$ cat src/rtl/vga_sync_gen.sv
// Free-running VGA/SVGA timing generator: h/v counters with sync, blank, de, frame_start (optional x/y via VGA_SYNC_COORD_EN).
// Latency: every output is a register aligned with hcount/vcount in the same cycle (zero skew between counters and flags).
// Backpressure: none; the block free-runs on clk_pixel, and a synchronous active-low rst_n returns it to 0,0.
module vga_sync_gen #(
    parameter int unsigned H_ACTIVE  = 800,
    parameter int unsigned H_FP      = 40,
    parameter int unsigned H_SYNC    = 128,
    parameter int unsigned H_BP      = 88,
    parameter int unsigned V_ACTIVE  = 600,
    parameter int unsigned V_FP      = 1,
    parameter int unsigned V_SYNC    = 4,
    parameter int unsigned V_BP      = 23,
    parameter bit          HSYNC_POL = 1'b1,
    parameter bit          VSYNC_POL = 1'b1,
    parameter int unsigned CW        = 11
) (
    input  logic          clk_pixel,
    input  logic          rst_n,
    output logic          hsync,
    output logic          vsync,
    output logic          hblank,
    output logic          vblank,
    output logic          de,
    output logic          frame_start,
    output logic [CW-1:0] hcount,
    output logic [CW-1:0] vcount
`ifdef VGA_SYNC_COORD_EN
    ,
    output logic [9:0]    x,
    output logic [9:0]    y
`endif
);

    localparam int unsigned H_TOTAL = H_ACTIVE + H_FP + H_SYNC + H_BP;
    localparam int unsigned V_TOTAL = V_ACTIVE + V_FP + V_SYNC + V_BP;

    localparam logic [CW-1:0] H_MAX      = CW'(H_TOTAL - 1);
    localparam logic [CW-1:0] V_MAX      = CW'(V_TOTAL - 1);
    localparam logic [CW-1:0] H_ACT_END  = CW'(H_ACTIVE);
    localparam logic [CW-1:0] V_ACT_END  = CW'(V_ACTIVE);
    localparam logic [CW-1:0] HS_FIRST   = CW'(H_ACTIVE + H_FP);
    localparam logic [CW-1:0] HS_LAST    = CW'(H_ACTIVE + H_FP + H_SYNC - 1);
    localparam logic [CW-1:0] VS_FIRST   = CW'(V_ACTIVE + V_FP);
    localparam logic [CW-1:0] VS_LAST    = CW'(V_ACTIVE + V_FP + V_SYNC - 1);

    // Every flop resets to 0, and sync/de/frame_start are stored in whichever
    // sense makes 0 equal to the reset state. iCE40 flops power up at 0, so the
    // block starts at the reset state even with rst_n tied high.
    logic [CW-1:0] hcount_q, hcount_d;
    logic [CW-1:0] vcount_q, vcount_d;
    logic          hblank_q, hblank_d;
    logic          vblank_q, vblank_d;
    logic          hsync_act_q, hsync_act_d;     // 1 = sync asserted
    logic          vsync_act_q, vsync_act_d;
    logic          de_n_q, de_n_d;               // inverted display enable
    logic          fs_n_q, fs_n_d;               // inverted frame_start
    logic          h_wrap;
    logic          v_wrap;
`ifdef VGA_SYNC_COORD_EN
    logic [9:0]    x_q, x_d;
    logic [9:0]    y_q, y_d;
`endif

    // Next counter state, then every flag derived from the next counters so the
    // registered flags line up with the registered counters.
    always_comb begin
        h_wrap   = (hcount_q == H_MAX);
        v_wrap   = (vcount_q == V_MAX);
        hcount_d = h_wrap ? '0 : hcount_q + 1'b1;
        vcount_d = vcount_q;
        if (h_wrap) begin
            vcount_d = v_wrap ? '0 : vcount_q + 1'b1;
        end
        hblank_d    = (hcount_d >= H_ACT_END);
        vblank_d    = (vcount_d >= V_ACT_END);
        de_n_d      = hblank_d || vblank_d;
        hsync_act_d = (hcount_d >= HS_FIRST) && (hcount_d <= HS_LAST);
        vsync_act_d = (vcount_d >= VS_FIRST) && (vcount_d <= VS_LAST);
        fs_n_d      = !((hcount_d == '0) && (vcount_d == '0));
`ifdef VGA_SYNC_COORD_EN
        x_d = de_n_d ? 10'd0 : 10'(hcount_d);
        y_d = de_n_d ? 10'd0 : 10'(vcount_d);
`endif
    end

    // State registers; reset parks the raster at 0,0 with syncs deasserted.
    always_ff @(posedge clk_pixel) begin
        if (!rst_n) begin
            hcount_q    <= '0;
            vcount_q    <= '0;
            hblank_q    <= 1'b0;
            vblank_q    <= 1'b0;
            hsync_act_q <= 1'b0;
            vsync_act_q <= 1'b0;
            de_n_q      <= 1'b0;
            fs_n_q      <= 1'b0;
`ifdef VGA_SYNC_COORD_EN
            x_q         <= '0;
            y_q         <= '0;
`endif
        end else begin
            hcount_q    <= hcount_d;
            vcount_q    <= vcount_d;
            hblank_q    <= hblank_d;
            vblank_q    <= vblank_d;
            hsync_act_q <= hsync_act_d;
            vsync_act_q <= vsync_act_d;
            de_n_q      <= de_n_d;
            fs_n_q      <= fs_n_d;
`ifdef VGA_SYNC_COORD_EN
            x_q         <= x_d;
            y_q         <= y_d;
`endif
        end
    end

    // Output polarity is a constant inversion straight off the flops.
    assign hcount      = hcount_q;
    assign vcount      = vcount_q;
    assign hblank      = hblank_q;
    assign vblank      = vblank_q;
    assign de          = !de_n_q;
    assign frame_start = !fs_n_q;
    assign hsync       = hsync_act_q ? HSYNC_POL : !HSYNC_POL;
    assign vsync       = vsync_act_q ? VSYNC_POL : !VSYNC_POL;
`ifdef VGA_SYNC_COORD_EN
    assign x           = x_q;
    assign y           = y_q;
`endif

endmodule

$ cat config.mk
export PLATFORM = sky130hd
export DESIGN_NAME = vga_sync_gen
export DESIGN_NICKNAME = d
export VERILOG_FILES = /design/src/rtl/vga_sync_gen.sv
export SDC_FILE = /design/constraint.sdc
export NUM_CORES = 1
export LEC_CHECK = 0
export BUFFER_PORTS_ARGS = -buffer_cell sky130_fd_sc_hd__buf_2
export CAP_MARGIN = 20
export CORE_ASPECT_RATIO = 0.9
export CORE_MARGIN = 5
export CORE_UTILIZATION = 60
export CTS_CLUSTER_SIZE = 25
export DETAILED_ROUTE_END_ITERATION = 8
export PLACE_DENSITY = 0.83
export SLEW_MARGIN = 20
export SYNTH_ARGS = -nofsm -noshare
export SYNTH_HDL_FRONTEND = slang
export SYNTH_SLANG_ARGS = --single-unit
$ cat constraint.sdc
create_clock -name clk_pixel -period 4.55 [get_ports clk_pixel]
set_input_delay 0.91 -clock clk_pixel [delete_from_list [all_inputs] [get_ports clk_pixel]]
set_output_delay 0.91 -clock clk_pixel [all_outputs]
set_load 0.005 [all_outputs]
==> results.yml <==
die:
  dieWidth_um: 68
  pin_count: 30
  initial_core_util_pct: 61.1
  core-area_um2: 2970
  die_y_um: 62.2
  die-area_um2: 4230
  row_count: 19
critical_path:
  crit_family: "simple AND/OR/NAND/NOR gates"
  crit_chain: "ha_1 > nand4_1 > or3_4 > o31a_1 > nor2_2 > nand2_2 > o41a_1"
  crit_arrival_ns: 3.11
  ff2ff_path_depth: 7
  rr_startpoint: "hcount[0]$_SDFF_PN0_"
  max_stage_delay_ns: 0.56
  worst-path-buf-inv: 0
  path_max_fanout: 10
  worstSetupPathType: "register to register"
  critical_path_depth: 7
  start_kind: "register"
  crit_required_ns: 4.80
  worstReg2RegEnd: "fs_n_q$_SDFF_PN0_"
  cp_slowest_cell: "or3_4"
  end_kind: "register"
  ff2ff_setup_slack_ns: 1.69
clock_tree:
  postCtsSetupBuffers: 0
  clk_latency_ns: 0.34
  cts_tree: "built"
  cts_hold_buf: 0
  htreeDepth: 1
  clkTransAtPathRegs_ns: 0.16
  cts.sinks: 28
  cts_made_buffers: 3
  cts-root-buf: "clkbuf_4"
  cts.path.max_buffers: 2
  cts-resized-gates: 0
place:
  finalWeightedCongestion: 0.903
  hpwl_um: 2950
  numPortBuffers: 29
  dp.cells: 277
final_layout:
  syn_to_final_growth_pct: 8.68
  layout-drive-gt1-share_pct: 18.8
  layout_common_cells: "29 x buf_2, 28 x dfxtp_1, 20 x nor2_1"
  fillers: 263
  nets: 246
  final_util_pct: 66.4
  stdcell_count: 281
  mostFrequentLayoutCell: "buf_2"
  n_antenna_cell: 0
outcome:
  outcome: "completed"
sta:
  period_needed_ns: 2.86
  min_period_over_period_pct: 62.8
  max_freq_mhz: 350
  setup_viol: 0
  slew_violations: 0
  max-slew-margin-rel_pct: 57.8
  hold_violations: 0
  worst_pin_slew_ns: 0.627
  finClkSkew_ns: 0.0136
  rsz0062_at_grt: "false"
  fin_setup_tns_ns: 0
route:
  avgViaCountPerCell: 5.98
  wl_um: 4060
  wl_per_cell_um: 14.5
  vias: 1680
  antenna_left: 0
  route.detailed.drc: 0
  drt_iter0_markers: 120
  dr.pass1.iters: 5
logic_synthesis:
  yosys.area.top_type_share_pct: 30.9
  ys_types: 51
  syn-num-nets: 233
  yosys_register_bits: 28
  netlist_area_um2: 1820
  synthCells: 227
  synth_adder_area_share_pct: 2.75
  synth_area_leaders: "dfxtp_1 31%, xnor2_1 6.7%, nor2_1 4.1%"
  yosys.area_share.simple_pct: 32.6
  yosysTopAreaCell: "dfxtp_1"
  synth_compound_area_share_pct: 15.8
  ys_warn_count: 0
  synth.area.mux_share_pct: 0.551
  yosysSeqAreaShare_pct: 30.9
  synth_edf_count: 0
  ys_async_sr_fraction_pct: 0
  syn-mean-instance-area_um2: 8.00
  synth_xor_area_share_pct: 10.6
  synthFlopType: "dfxtp_1"
  synth_top_family_by_area: "simple AND/OR/NAND/NOR gates"
worst_hold_path:
  hold_depth: 1
  hp-class: "register to register"
  hold_end: "hcount[0]$_SDFF_PN0_"
  min_from: "hcount[0]$_SDFF_PN0_"
pwr:
  power_density_nw_per_um2: 222
  leakage_nw: 0.781
  ir_worst_vdd_uv: 207
  p_total_mw: 0.437
grt:
  grt-ovfl-total: 0
  antenna_found_initial: 0
  first_global_vias: 1405
  grt_pass1_wl_um: 6870
  track_usage_pct: 20.4
  grt_max_degree: 17
run:
  maxCapViolations: 0
worst max-delay path by stage:
stage                               from                end  slack [ns]
floorplan           hcount[0]$_SDFF_PN0_  fs_n_q$_SDFF_PN0_        1.86
global placement    hcount[0]$_SDFF_PN0_  fs_n_q$_SDFF_PN0_        1.74
detailed placement  hcount[0]$_SDFF_PN0_  fs_n_q$_SDFF_PN0_        1.68
CTS                 hcount[0]$_SDFF_PN0_  fs_n_q$_SDFF_PN0_        1.66
global route        hcount[0]$_SDFF_PN0_  de_n_q$_SDFF_PN0_        1.39
finish              hcount[0]$_SDFF_PN0_  fs_n_q$_SDFF_PN0_        1.69
Yosys cell counts, types with 2 or more instances:
cell type / instances
a211o_1: 2
a211oi_1: 2
a21oi_1: 5
a31oi_1: 6
a41oi_1: 3
and2_1: 7
and3_1: 7
and4_1: 3
buf_2: 2
buf_6: 2
clkbuf_1: 18
dfxtp_1: 28
ha_1: 4
inv_1: 6
nand2_1: 14
nand3_1: 10
nand4_1: 6
nand4b_1: 2
nor2_1: 20
nor2b_1: 5
nor3_1: 4
nor4_1: 6
o21ai_0: 9
o31a_1: 2
o41a_1: 2
o41ai_1: 2
or2_2: 3
or3_1: 2
or4_1: 3
xnor2_1: 14
xor2_1: 8
power breakdown:
| part | switching (mW) | internal, mW |
|---|---|---|
| sequential | 0.00387 | 0.248 |
| combinational | 0.00991 | 0.00812 |
| clock | 0.0781 | 0.0892 |
routing by layer:
layer	track usage (%)	up-vias	share of wire (%)
li1	-	844	-
met1	33.1	766	50
met2	27.2	66	42
met3	4.32	4	7.1
met4	3.72	0	0.84
met5	0	-	0
per-stage QoR:
| stage | hold WS (ns) | area [um^2] | worst slack [ns] |
|---|---|---|---|
| after floorplan | 0.485 | 1820 | 1.86 |
| after global placement | 0.495 | 1920 | 1.74 |
| after detailed placement | 0.507 | 1920 | 1.68 |
| after CTS | 0.542 | 1970 | 1.66 |
| after global routing | 0.592 | 1970 | 1.39 |
| final | 0.534 | 1970 | 1.69 |
sequential cells by signal (all words and copies together), names as in the netlist:
signal	flops
hcount	11
vcount	11
de_n_q	1
fs_n_q	1
hblank	1
hsync_act_q	1
vblank	1
vsync_act_q	1
logic make-up (layout without fill, tap and decap cells):
logic type               Yosys count  count (layout)
multiplexers                       1               1
XOR/XNOR                          22              22
AND/OR/NAND/NOR                  104             104
flip-flops                        28              28
buffers and inverters             28              40
adder cells (fa/ha/maj)            4               4
AO/OA/AOI/OAI                     40              40
area by class of cell:
| type | instances | area (um^2) | area share (%) |
|---|---|---|---|
| Clock buffer | 3 | 22.5 | 1.14 |
| Clock inverter | 1 | 30.0 | 1.52 |
| Inverter | 6 | 22.5 | 1.14 |
| Multi-Input combinational cell | 171 | 1130 | 57.4 |
| Sequential cell | 28 | 561 | 28.4 |
| Tap cell | 42 | 52.6 | 2.66 |
| Timing Repair Buffer | 30 | 153 | 7.73 |
Power figures use the tool's default switching activity.
